--- config.mk ---
export PLATFORM = sky130hd
export DESIGN_NAME = dram_cmd_responder
export DESIGN_NICKNAME = d
export VERILOG_FILES = /design/src/rtl/dram_cmd_responder.sv
export SDC_FILE = /design/constraint.sdc
export NUM_CORES = 1
export LEC_CHECK = 0
export BUFFER_PORTS_ARGS = -buffer_cell sky130_fd_sc_hd__buf_4
export CAP_MARGIN = 20
export CELL_PAD_IN_SITES_DETAIL_PLACEMENT = 0
export CELL_PAD_IN_SITES_GLOBAL_PLACEMENT = 2
export CORE_UTILIZATION = 48
export DETAILED_ROUTE_END_ITERATION = 8
export PLACE_DENSITY = 0.95
export RECOVER_POWER = 100
export SLEW_MARGIN = 0
export SYNTH_ARGS = -nofsm -noshare
export SYNTH_HDL_FRONTEND = slang
export SYNTH_SLANG_ARGS = --single-unit
--- constraint.sdc ---
create_clock -name clk -period 5.56 [get_ports clk]
set_input_delay 0.278 -clock clk [delete_from_list [all_inputs] [get_ports clk]]
set_output_delay 0.278 -clock clk [all_outputs]
set_load 0.05 [all_outputs]
--- src/rtl/dram_cmd_responder.sv ---
// DRAM-side command responder: tracks per-bank open/closed state and DDR timers, flags violations, returns RD beats.
// Latency: viol and bank_open one cycle after the command; rd_valid T_CAS cycles after an accepted RD. No backpressure.
module dram_cmd_responder #(
    parameter int BG_WIDTH     = 2,
    parameter int BANK_WIDTH   = 2,
    parameter int ROW_WIDTH    = 15,
    parameter int COLUMN_WIDTH = 10,
    parameter int T_RCD        = 24,
    parameter int T_RP         = 24,
    parameter int T_RAS        = 52,
    parameter int T_CCD_L      = 8,
    parameter int T_CCD_S      = 4,
    parameter int T_CAS        = 24,
    parameter int T_RFC        = 350
) (
    input  logic                                 clk,
    input  logic                                 rst_n,
    input  logic                                 i_cmd_valid,
    input  logic [2:0]                           i_cmd_op,
    input  logic [BG_WIDTH-1:0]                  i_cmd_bg,
    input  logic [BANK_WIDTH-1:0]                i_cmd_bank,
    input  logic [ROW_WIDTH-1:0]                 i_cmd_row,
    input  logic [COLUMN_WIDTH-1:0]              i_cmd_col,
    output logic                                 o_rd_valid,
    output logic [BG_WIDTH-1:0]                  o_rd_bg,
    output logic [BANK_WIDTH-1:0]                o_rd_bank,
    output logic [COLUMN_WIDTH-1:0]              o_rd_col,
    output logic                                 o_viol,
    output logic [3:0]                           o_viol_code,
    output logic [2**(BG_WIDTH+BANK_WIDTH)-1:0]  o_bank_open,
    output logic                                 o_refreshing
);

    localparam int BI_W  = BG_WIDTH + BANK_WIDTH;
    localparam int NB    = 1 << BI_W;
    localparam int RCD_W = $clog2(T_RCD + 1);
    localparam int RP_W  = $clog2(T_RP + 1);
    localparam int RAS_W = $clog2(T_RAS + 1);
    localparam int CCD_W = $clog2(T_CCD_L + 1);
    localparam int RFC_W = $clog2(T_RFC + 1);
    localparam int PW    = BI_W + COLUMN_WIDTH;

    // Timers load T-1 at the accepting edge, so "counter == 0" means N >= T cycles elapsed.
    localparam logic [RCD_W-1:0] RCD_LD  = RCD_W'(T_RCD - 1);
    localparam logic [RP_W-1:0]  RP_LD   = RP_W'(T_RP - 1);
    localparam logic [RAS_W-1:0] RAS_LD  = RAS_W'(T_RAS - 1);
    localparam logic [CCD_W-1:0] CCD_LD  = CCD_W'(T_CCD_L - 1);
    localparam logic [CCD_W-1:0] CCD_GAP = CCD_W'(T_CCD_L - T_CCD_S);
    localparam logic [RFC_W-1:0] RFC_LD  = RFC_W'(T_RFC - 1);
    localparam logic [RCD_W-1:0] RCD_ONE = RCD_W'(1);
    localparam logic [RP_W-1:0]  RP_ONE  = RP_W'(1);
    localparam logic [RAS_W-1:0] RAS_ONE = RAS_W'(1);
    localparam logic [CCD_W-1:0] CCD_ONE = CCD_W'(1);
    localparam logic [RFC_W-1:0] RFC_ONE = RFC_W'(1);

    typedef enum logic [2:0] {
        OP_RD  = 3'd0,
        OP_WR  = 3'd1,
        OP_ACT = 3'd2,
        OP_PRE = 3'd3,
        OP_REF = 3'd4
    } op_e;

    logic [NB-1:0]           r_bank_open;
    logic [ROW_WIDTH-1:0]    r_open_row [NB];
    logic [RCD_W-1:0]        r_rcd_cnt  [NB];
    logic [RP_W-1:0]         r_rp_cnt   [NB];
    logic [RAS_W-1:0]        r_ras_cnt  [NB];
    logic [CCD_W-1:0]        r_ccd_cnt;
    logic [BG_WIDTH-1:0]     r_ccd_bg;
    logic [RFC_W-1:0]        r_rfc_cnt;
    logic                    r_refreshing;
    logic                    r_viol;
    logic [3:0]              r_viol_code;
    logic [T_CAS-1:0]        r_pipe_vld;
    logic [PW-1:0]           r_pipe_dat [T_CAS];

    logic [BI_W-1:0]         w_idx;
    logic                    w_open;
    logic                    w_is_col;
    logic                    w_ccd_block;
    logic                    w_rp_pending;
    logic [3:0]              w_code;
    logic                    w_acc;

    assign w_idx    = {i_cmd_bg, i_cmd_bank};
    assign w_open   = r_bank_open[w_idx];
    assign w_is_col = (i_cmd_op == OP_RD) || (i_cmd_op == OP_WR);
    // Same group needs full tCCD_L; a different group only needs tCCD_S of it elapsed.
    assign w_ccd_block = (r_ccd_bg == i_cmd_bg) ? (r_ccd_cnt != '0) : (r_ccd_cnt > CCD_GAP);

    always_comb begin
        w_rp_pending = 1'b0;
        for (int i = 0; i < NB; i++) begin
            if (r_rp_cnt[i] != '0) w_rp_pending = 1'b1;
        end
    end

    always_comb begin
        w_code = 4'd0;
        if (i_cmd_valid) begin
            if (w_is_col && !w_open)                                  w_code = 4'd1;
            else if (w_is_col && r_open_row[w_idx] != i_cmd_row)      w_code = 4'd2;
            else if (w_is_col && r_rcd_cnt[w_idx] != '0)              w_code = 4'd3;
            else if (w_is_col && w_ccd_block)                         w_code = 4'd4;
            else if (i_cmd_op == OP_ACT && r_rp_cnt[w_idx] != '0)     w_code = 4'd5;
            else if (i_cmd_op == OP_PRE && w_open && r_ras_cnt[w_idx] != '0) w_code = 4'd6;
            else if (r_rfc_cnt != '0 ||
                     (i_cmd_op == OP_REF && (|r_bank_open || w_rp_pending))) w_code = 4'd7;
            else if (i_cmd_op == OP_ACT && w_open)                    w_code = 4'd8;
            else if (i_cmd_op > OP_REF)                               w_code = 4'd9;
        end
    end

    assign w_acc = i_cmd_valid && (w_code == 4'd0);

    always_ff @(posedge clk or negedge rst_n) begin
        if (!rst_n) begin
            r_bank_open  <= '0;
            r_ccd_cnt    <= '0;
            r_ccd_bg     <= '0;
            r_rfc_cnt    <= '0;
            r_refreshing <= 1'b0;
            r_viol       <= 1'b0;
            r_viol_code  <= 4'd0;
            r_pipe_vld   <= '0;
            for (int i = 0; i < NB; i++) begin
                r_open_row[i] <= '0;
                r_rcd_cnt[i]  <= '0;
                r_rp_cnt[i]   <= '0;
                r_ras_cnt[i]  <= '0;
            end
            for (int i = 0; i < T_CAS; i++) r_pipe_dat[i] <= '0;
        end else begin
            for (int i = 0; i < NB; i++) begin
                if (r_rcd_cnt[i] != '0) r_rcd_cnt[i] <= r_rcd_cnt[i] - RCD_ONE;
                if (r_rp_cnt[i]  != '0) r_rp_cnt[i]  <= r_rp_cnt[i]  - RP_ONE;
                if (r_ras_cnt[i] != '0) r_ras_cnt[i] <= r_ras_cnt[i] - RAS_ONE;
            end
            if (r_ccd_cnt != '0) r_ccd_cnt <= r_ccd_cnt - CCD_ONE;
            if (r_rfc_cnt != '0) r_rfc_cnt <= r_rfc_cnt - RFC_ONE;
            r_refreshing <= (r_rfc_cnt != '0);
            r_viol       <= (w_code != 4'd0);
            r_viol_code  <= w_code;

            r_pipe_vld[0] <= w_acc && (i_cmd_op == OP_RD);
            r_pipe_dat[0] <= {i_cmd_bg, i_cmd_bank, i_cmd_col};
            for (int i = 1; i < T_CAS; i++) begin
                r_pipe_vld[i] <= r_pipe_vld[i-1];
                r_pipe_dat[i] <= r_pipe_dat[i-1];
            end

            if (w_acc) begin
                case (i_cmd_op)
                    OP_RD, OP_WR: begin
                        r_ccd_cnt <= CCD_LD;
                        r_ccd_bg  <= i_cmd_bg;
                    end
                    OP_ACT: begin
                        r_bank_open[w_idx] <= 1'b1;
                        r_open_row[w_idx]  <= i_cmd_row;
                        r_rcd_cnt[w_idx]   <= RCD_LD;
                        r_ras_cnt[w_idx]   <= RAS_LD;
                    end
                    OP_PRE: begin
                        // PRE to an idle bank is a no-op and does not restart tRP.
                        if (w_open) begin
                            r_bank_open[w_idx] <= 1'b0;
                            r_rp_cnt[w_idx]    <= RP_LD;
                        end
                    end
                    OP_REF: begin
                        r_rfc_cnt    <= RFC_LD;
                        r_refreshing <= 1'b1;
                    end
                    default: ;
                endcase
            end
        end
    end

    assign o_rd_valid                      = r_pipe_vld[T_CAS-1];
    assign {o_rd_bg, o_rd_bank, o_rd_col}  = r_pipe_dat[T_CAS-1];
    assign o_viol                          = r_viol;
    assign o_viol_code                     = r_viol_code;
    assign o_bank_open                     = r_bank_open;
    assign o_refreshing                    = r_refreshing;

endmodule

==> summary.md, run 1 <==
| Metric | Value |
|---|---|
| Routed len/inst | `20.0 um` |
| Place WS | `1.42 ns` |
| Post-synth EDFFs | `0` |
| Fillcell total | `5815` |
| Finished Cell Area | `0.0408 mm^2` |
| Final wirelength | `79400 um` |
| CTS Buf Count | `93` |
| PD cells | `398 mW/mm^2` |
| Sink Count | `893` |
| Yosys reg bits | `893` |
| Synthesis-to-layout area growth | `13.8%` |
| Mapped cell area | `0.0359 mm^2` |
| Fin cells | `3966` |
| Leakage | `20.5 nW` |
| Area after DPL | `0.0373 mm^2` |
| Hold EP | `r_open_row[206]` |
| Violated checks | `capacitance limit, slew limit` |
| GRT overflow | `0` |
| Grt peak-use layer | `met2` |
| WP buf/inv | `3` |
| First-pass DRT Iterations | `5` |
| Final setup margin | `0.887 ns` |
| Antenna viol nets, final | `0` |
| Largest net degree at the start of global routing | `185` |
| Core area | `0.0735 mm^2` |
| Antenna cell count | `0` |
| Post-synthesis instance total | `2824` |
| Max_slew headroom | `-101%` |
| Placed cells | `3769` |
| Die W | `275 um` |
| RR Endpoint | `r_open_row[154]` |
| Final Power | `16.2 mW` |
| Starting density of the core | `48.8%` |
| Post-synth cell types | `75` |
| Post-DP HPWL | `49000 um` |
| TritonCTS clock tree | `built` |
| Startpoint Class | `primary input` |
| Fin crit period | `4.67 ns` |
| Via count | `21800` |
| Share of cells above drive strength 1 | `17.2%` |
| Crit-path leading delay family | `buffers and inverters` |
| Syn nets | `2931` |
| H-tree Lvls | `3` |
| Cell count of the worst reg-to-reg path | `10` |
| Worst Tran Pin Value | `3.01 ns` |
| Clock Skew | `0.0620 ns` |
| Asr flop ratio synth | `100%` |
| Initial antenna violation count | `1` |
| Hold Path Stages | `2` |
| CP Max Fanout | `42` |
| Final Cycle Share | `84.1%` |
| Global-route wire length before repair | `129000 um` |
| Synth Warn # | `0` |
| RSZ-0062 raised after global routing | `no` |
| Die area | `0.0758 mm^2` |
| Met2 Use GR | `36.5%` |
| Clock latency on the worst-skew pair | `0.67 ns` |
| # hold bufs at CTS | `24` |
| Final setup viols | `0` |
| Via-to-Cell Ratio | `5.50` |
| Avg Synthesized Cell Area | `12.7 um^2` |
| WS Path Type | `in2reg` |
| Hold path start | `i_cmd_row[11]` |
| R2R Setup Slk | `1.25 ns` |
| Worst reg2reg path startpoint | `r_rfc_cnt[0]` |
| Num rows | `99` |
| Final Util | `55.5%` |
| Max Cap Violations | `3` |
| Post-CTS Resized | `0` |
| Sequential area share after synthesis | `62.3%` |
| Residual DRC | `0` |
| GR Util met1 | `28.6%` |
| Clock-pin slew of the registers on the worst-case setup and hold paths | `0.06 ns` |
| Max Slew Vio Count | `247` |
| Detailed Route Iter0 Violations | `1685` |
| Maximum clock rate | `214 MHz` |
| GR Util All Layers | `21.8%` |
| Setup_tns | `0 ns` |
| Worst EP arrival | `5.16 ns` |
| Hold Vio Cnt, Final | `0` |
| Clock Tree Root | `clkbuf_16` |
| Postcts setup bufs | `0` |
| CTS Buffer Depth | `3` |
| Io pins | `72` |
| Peak VDD IR | `0.274 mV` |
| Die Y | `275 um` |
| WHS | `0.0454 ns` |
| Most frequent cells in the layout | `dfrtp_1 (893), nand2_1 (357), mux2_2 (234)` |
| Main synth FF type | `dfrtp_1` |
| Layout net count | `3036` |
| Port bufs | `71` |
| Status | `finished, violations left` |
| Routing usage on met3 | `3.41%` |
| Number of global-route vias before repair | `23400` |
| Worst setup EP type | `flip-flop` |
| Slowest library cell on the worst path | `nand2_1` |
| Gp weighted congestion | `0.849` |
| CP Cell Sequence | `dlygate4sd3_1, clkbuf_1, buf_4, xor2_1, nor3_1, o31ai_1, o21ai_1, nor4_4, nand2_1, mux2_2` |
| Worst path required time | `6.05 ns` |
| Commonest non-fill, non-tap cell in the layout | `dfrtp_1` |
| Slowest stage delay, CP | `0.83 ns` |
| Hold Crit Class | `in2reg` |
[power breakdown]
group          internal [mW]  switching (mW)  total [mW]
Combinational          0.847            1.24        2.08
Clock                   4.14            2.72        6.85
Sequential              6.96           0.318        7.28
Total                   11.9            4.27        16.2
[metal layers]
layer / wire [um] / vias up
met1: 33800 / 11300
met4: 2610 / 2
met5: 13 / -
met3: 3890 / 164
met2: 39000 / 535
li1: - / 9834
[how the worst max path moves through the flow]
stage,slack (ns),end,cells after the start,start
CTS,1.41,r_open_row[124],11,r_rfc_cnt[0]
global placement,1.48,r_open_row[127],10,i_cmd_bank[1]
finish,0.89,r_open_row[154],10,i_cmd_bg[1]
floorplan,2.18,r_open_row[103],14,r_rp_cnt[60]
global route,0.59,r_ras_cnt[35],3,rst_n
detailed placement,1.42,r_open_row[53],10,i_cmd_bank[1]
[state kept, by name, summed over array words and instances, names as in the netlist, 9 cells and up, named ones only]
register,count
r_open_row,240
r_ras_cnt,96
r_rfc_cnt,9
r_pipe_dat,322
r_rcd_cnt,80
o_rd_col,10
r_pipe_vld,24
r_rp_cnt,80
[synthesized netlist by cell type, drive strengths merged, types with 7 or more instances]
cell	instances	share of area, %
a21oi	63	0.88
a221oi	9	0.22
a22oi	26	0.54
a32oi	7	0.17
and2	20	0.35
and3	42	0.73
buf	76	1.3
clkbuf	43	0.45
dfrtp	893	62
ha	72	2.5
inv	114	1.2
mux2	274	8.7
mux2i	84	2.3
mux4	33	2.1
nand2	365	3.9
nand2b	29	0.51
nand3	49	0.73
nand3b	19	0.40
nand4	9	0.16
nor2	125	1.3
nor2b	16	0.28
nor3	112	1.6
nor4	31	0.60
o21ai	67	0.93
or3	10	0.17
or4b	7	0.20
xnor2	96	2.3
xor2	57	1.4
[final cells by class]
cell class / count / area, um^2 / area share [%]
multi-input combinational: 1697 / 12400 / 30.4
timing repair buffer: 129 / 930 / 2.28
sequential: 893 / 22300 / 54.8
inverter: 115 / 432 / 1.06
clock inverter: 54 / 850 / 2.08
clock buffer: 119 / 2630 / 6.44
tap: 959 / 1200 / 2.94
[cells by family (layout without fill, tap and decap cells)]
kind of cell | after synthesis | in the layout | synth area share, %
AO/OA/AOI/OAI | 223 | 223 | 3.87
XOR/XNOR | 153 | 153 | 3.74
adder cells (fa/ha/maj) | 72 | 72 | 2.51
buffers and inverters | 234 | 417 | 2.99
flip-flops | 893 | 893 | 62.3
multiplexers | 391 | 391 | 13.1
AND/OR/NAND/NOR | 858 | 858 | 11.5
(Power assumes the default switching activity.)
==> run 2: changes to the inputs <==
--- a/config.mk
+++ b/config.mk
@@ -5,13 +5,14 @@
 export SDC_FILE = /design/constraint.sdc
 export NUM_CORES = 1
 export LEC_CHECK = 0
+export ABC_AREA = 1
 export BUFFER_PORTS_ARGS = -buffer_cell sky130_fd_sc_hd__buf_4
 export CAP_MARGIN = 20
 export CELL_PAD_IN_SITES_DETAIL_PLACEMENT = 0
 export CELL_PAD_IN_SITES_GLOBAL_PLACEMENT = 2
-export CORE_UTILIZATION = 48
+export CORE_UTILIZATION = 36
 export DETAILED_ROUTE_END_ITERATION = 8
-export PLACE_DENSITY = 0.95
+export PLACE_DENSITY = 0.86
 export RECOVER_POWER = 100
 export SLEW_MARGIN = 0
 export SYNTH_ARGS = -nofsm -noshare
==> constraint.sdc (replaced) <==
create_clock -name clk -period 4.11 [get_ports clk]
set_input_delay 0.2055 -clock clk [delete_from_list [all_inputs] [get_ports clk]]
set_output_delay 0.2055 -clock clk [all_outputs]
set_load 0.05 [all_outputs]
==> run 2 against run 1 <==
Effect of this change:
- the run still ends with capacitance limit, slew limit left
- clock skew down 0.014 ns
- setup slack got worse by 0.66 ns
- flip-flop and latch count is the same
- combinational power increased to 3.0 times the previous value
- critical path type unchanged
==> summary.md, run 2 <==
| Metric | Value |
|---|---|
| Status | `finished, violations left (unchanged)` |
| Violated checks | `capacitance limit, slew limit (unchanged)` |
| Avg Synthesized Cell Area | `8.97 um^2 (was 12.7 um^2)` |
| Post-DP HPWL | `62100 um (was 49000 um)` |
| Met2 routed WL | `43700 um (was 39000 um)` |
| R2R Setup Slk | `0.38 ns (was 1.25 ns)` |
| Max Slew Vio Count | `91 (was 247)` |
| Main synth FF type | `dfrtp_1 (unchanged)` |
| Final wirelength | `98900 um (was 79400 um)` |
| First-pass DRT Iterations | `5 (unchanged)` |
| Fillcell total | `10100 (was 5815)` |
| Detailed Route Iter0 Violations | `2108 (was 1685)` |
| Number of global-route vias before repair | `26900 (was 23400)` |
| Cell count of the worst reg-to-reg path | `22 (was 10)` |
| Gp weighted congestion | `0.830 (was 0.849)` |
| Die area | `0.105 mm^2 (was 0.0758 mm^2)` |
| Mapped cell area | `0.0372 mm^2 (was 0.0359 mm^2)` |
| CTS Buf Count | `98 (was 93)` |
| Most flop-heavy register | `r_pipe_dat (unchanged)` |
| Via-to-Cell Ratio | `4.81 (was 5.50)` |
| Crit-path leading delay family | `simple AND/OR/NAND/NOR gates (was buffers and inverters)` |
| Largest net degree at the start of global routing | `105 (was 185)` |
| GR Util All Layers | `19.4% (was 21.8%)` |
| Global-route wire length before repair | `157000 um (was 129000 um)` |
| Routed len/inst | `17.3 um (was 20.0 um)` |
| RSZ-0062 raised after global routing | `yes (was no)` |
| Area after DPL | `0.0399 mm^2 (was 0.0373 mm^2)` |
| Fin crit period | `3.89 ns` |
| Share of cells above drive strength 1 | `8.28% (was 17.2%)` |
| Slowest stage delay, CP | `0.54 ns (was 0.83 ns)` |
| Synthesis-to-layout area growth | `16.6% (was 13.8%)` |
| Top routing layer in use | `met4 (was met5)` |
| Clock Tree Root | `clkbuf_16 (unchanged)` |
| Placed cells | `5495 (was 3769)` |
| Final Cycle Share | `94.6%` |
| Critical path origin | `i_cmd_bank[0] (was i_cmd_bg[1])` |
| WL met1 | `48000 um (was 33800 um)` |
| Die W | `323 um (was 275 um)` |
| FF+latch area | `0.0223 mm^2 (unchanged)` |
| Io pins | `72 (unchanged)` |
| CP most frequent cell | `nand2_1` |
| Leakage | `22.4 nW (was 20.5 nW)` |
| Combinational share of power | `23.4% (was 12.9%)` |
| Largest regs | `r_pipe_dat: 322 flops, r_open_row: 240 flops, r_ras_cnt: 96 flops (unchanged)` |
| Most frequent cell after synthesis | `nand2_1 (was dfrtp_1)` |
| Hold Vio Cnt, Final | `0 (unchanged)` |
| Port bufs | `71 (unchanged)` |
| Max Cap Violations | `1 (was 3)` |
| Asr flop ratio synth | `100% (unchanged)` |
| Synth Warn # | `0 (unchanged)` |
| Clock power frac | `34.4% (was 42.3%)` |
| Via count | `27500 (was 21800)` |
| Num rows | `117 (was 99)` |
| Post-synth cell types | `33 (was 75)` |
| Sequential area share after synthesis | `60.1% (was 62.3%)` |
| TritonCTS clock tree | `built (unchanged)` |
| Worst Tran Pin Value | `2.40 ns (was 3.01 ns)` |
| Dominant cell type by area after synthesis | `dfrtp_1 (unchanged)` |
| Worst EP arrival | `4.47 ns (was 5.16 ns)` |
| Clock-pin slew of the registers on the worst-case setup and hold paths | `0.06 ns (about the same)` |
| Finished Cell Area | `0.0434 mm^2 (was 0.0408 mm^2)` |
| Max_slew headroom | `-59.8% (was -101%)` |
| Peak VDD IR | `0.381 mV (was 0.274 mV)` |
| Antenna cell count | `0 (unchanged)` |
| Slowest library cell on the worst path | `dlygate4sd3_1 (was nand2_1)` |
| CTS Buffer Depth | `3 (unchanged)` |
| Worst reg2reg path startpoint | `r_rp_cnt[15] (was r_rfc_cnt[0])` |
| GRT overflow | `0 (unchanged)` |
| Maximum clock rate | `257 MHz` |
| Synth top area share | `60.1% (was 62.3%)` |
| Hold Path Stages | `2 (unchanged)` |
| Int Pwr | `18.4 mW (was 11.9 mW)` |
| Post-synthesis instance total | `4147 (was 2824)` |
| Max FFs per register | `322 (unchanged)` |
| Clock latency on the worst-skew pair | `0.71 ns (was 0.67 ns)` |
| Initial antenna violation count | `1 (unchanged)` |
| Post-synth EDFFs | `0 (unchanged)` |
| Startpoint Class | `primary input (unchanged)` |
| Syn nets | `4254 (was 2931)` |
| Most instantiated cells after synthesis | `nand2_1 (1575), dfrtp_1 (893), nand3_1 (415) (was dfrtp_1 (893), nand2_1 (356), mux2_2 (234))` |
| Final setup margin | `0.223 ns (was 0.887 ns)` |
| WHS | `0.208 ns (was 0.0454 ns)` |
| Starting density of the core | `36.4% (was 48.8%)` |
| Hold Crit Class | `in2reg (unchanged)` |
| PD cells | `623 mW/mm^2 (was 398 mW/mm^2)` |
| Commonest non-fill, non-tap cell in the layout | `nand2_1 (was dfrtp_1)` |
| RR Endpoint | `r_open_row[196] (was r_open_row[154])` |
| Hold path start | `i_cmd_col[0] (was i_cmd_row[11])` |
| WP buf/inv | `5 (was 3)` |
| Worst path required time | `4.70 ns (was 6.05 ns)` |
| Fin cells | `5714 (was 3966)` |
| Core area | `0.102 mm^2 (was 0.0735 mm^2)` |
| WS Path Type | `in2reg (unchanged)` |
| Worst setup EP type | `flip-flop (unchanged)` |
| Yosys reg bits | `893 (unchanged)` |
| Die Y | `323 um (was 275 um)` |
| Sink Count | `893 (unchanged)` |
| Final setup viols | `0 (unchanged)` |
| Clock Skew | `0.0476 ns (was 0.0620 ns)` |
| Area used by multi-input combinational logic | `0.0131 mm^2 (was 0.0124 mm^2)` |
| Residual DRC | `0 (unchanged)` |
| Layout net count | `4368 (was 3036)` |
| Met3 WL | `5110 um (was 3890 um)` |
| Antenna viol nets, final | `0 (unchanged)` |
| Sw frac | `31.9% (was 26.3%)` |
| Sequential power share | `42.3% (was 44.9%)` |
| CP Max Fanout | `49 (was 42)` |
| Net Sw Power | `8.63 mW (was 4.27 mW)` |
| Place WS | `0.151 ns (was 1.42 ns)` |
| Synth top area cells | `dfrtp_1 (60%), nand2_1 (16%), nand3_1 (5.6%), ha_1 (2.4%), inv_1 (2.4%) (was dfrtp_1 (62%), mux2_2 (7.3%), nand2_1 (3.7%), ha_1 (2.5%), mux2i_1 (2.3%))` |
| H-tree Lvls | `3 (unchanged)` |
| Hold EP | `r_pipe_dat[322] (was r_open_row[206])` |
| Most frequent cells in the layout | `nand2_1 (1575), dfrtp_1 (893), nand3_1 (415) (was dfrtp_1 (893), nand2_1 (357), mux2_2 (234))` |
run 2: routing by layer:
layer | up-vias | GRT usage, %
met4 | 0 | 5.78
met2 | 526 | 29.2
met5 | - | 0
met1 | 13500 | 28.4
met3 | 137 | 3.29
li1 | 13400 | -
run 2: worst reg2reg max path, stage by stage, from the launching register on:
cell and delay, ns:
dfrtp_1 0.38, inv_1 0.07, ha_1 0.16, nand2_1 0.08, nor2_1 0.30, nand2_1 0.11, nor2_1 0.18, nand2_1 0.07
nor2_1 0.09, nand2_1 0.09, nand2_1 0.09, nand2_1 0.05, inv_1 0.07, nand2_1 0.08, nor2_1 0.12, nor2_1 0.06
a21oi_1 0.19, nand2_1 0.13, nor2_4 0.39, nand4_2 0.45, buf_12 0.32, nand2_1 0.07, nand2_1 0.05
run 2: repair_timing:
| item | 4_1_cts | 5_1_grt |
|---|---|---|
| hold buffers | 34 | 0 |
| gates resized for setup | 0 | 1 |
| endpoints found under the setup margin | 0 | 23 |
| buffers inserted | 0 | 0 |
| endpoints found under the hold margin | 337 | 0 |
run 2: area by class of cell:
cell class	instances	area share, %
Clock buffer	135	6.43
Tap cell	1368	3.94
Inverter	243	2.10
Timing Repair Buffer	214	4.15
Multi-Input combinational cell	2811	30.2
Sequential cell	893	51.5
Clock inverter	50	1.65
run 2: how the worst max path moves through the flow:
stage / to / slack, ns / cells past startpoint
2_1_floorplan: r_open_row[100] / 1.17 / 21
3_3_place_gp: r_open_row[223] / 0.18 / 25
3_5_place_dp: r_open_row[211] / 0.15 / 25
4_1_cts: r_open_row[211] / 0.32 / 26
5_1_grt: r_open_row[198] / -0.04 / 22
6_report: r_open_row[196] / 0.22 / 26
run 2: kinds of logic (layout without fill, tap and decap cells):
| logic type | Yosys count | after routing | synth area share (%) |
|---|---|---|---|
| adder cells (fa/ha/maj) | 72 | 72 | 2.42 |
| flip-flops | 893 | 893 | 60.1 |
| XOR/XNOR | 108 | 108 | 2.54 |
| AND/OR/NAND/NOR | 2340 | 2340 | 26.0 |
| AO/OA/AOI/OAI | 291 | 291 | 4.15 |
| buffers and inverters | 443 | 642 | 4.85 |
run 2: power by group through the flow:
stage,clock network (mW),registers (mW),logic (mW)
3_3_place_gp,0,11.5,6.27
4_1_cts,9.57,11.4,6.42
5_1_grt,9.93,11.6,7.45
2_1_floorplan,0,11.4,4.95
6_report,9.29,11.4,6.31
3_5_place_dp,0,11.5,6.38
run 2: metrics by stage:
step           power [mW]  TNS (ns)  utilization, %
2_1_floorplan        16.3         0               -
3_3_place_gp         17.8         0            39.0
3_5_place_dp         17.9         0            39.0
4_1_cts              27.4         0            42.8
5_1_grt              29.0    -0.339            42.5
6_report             27.0         0            42.5
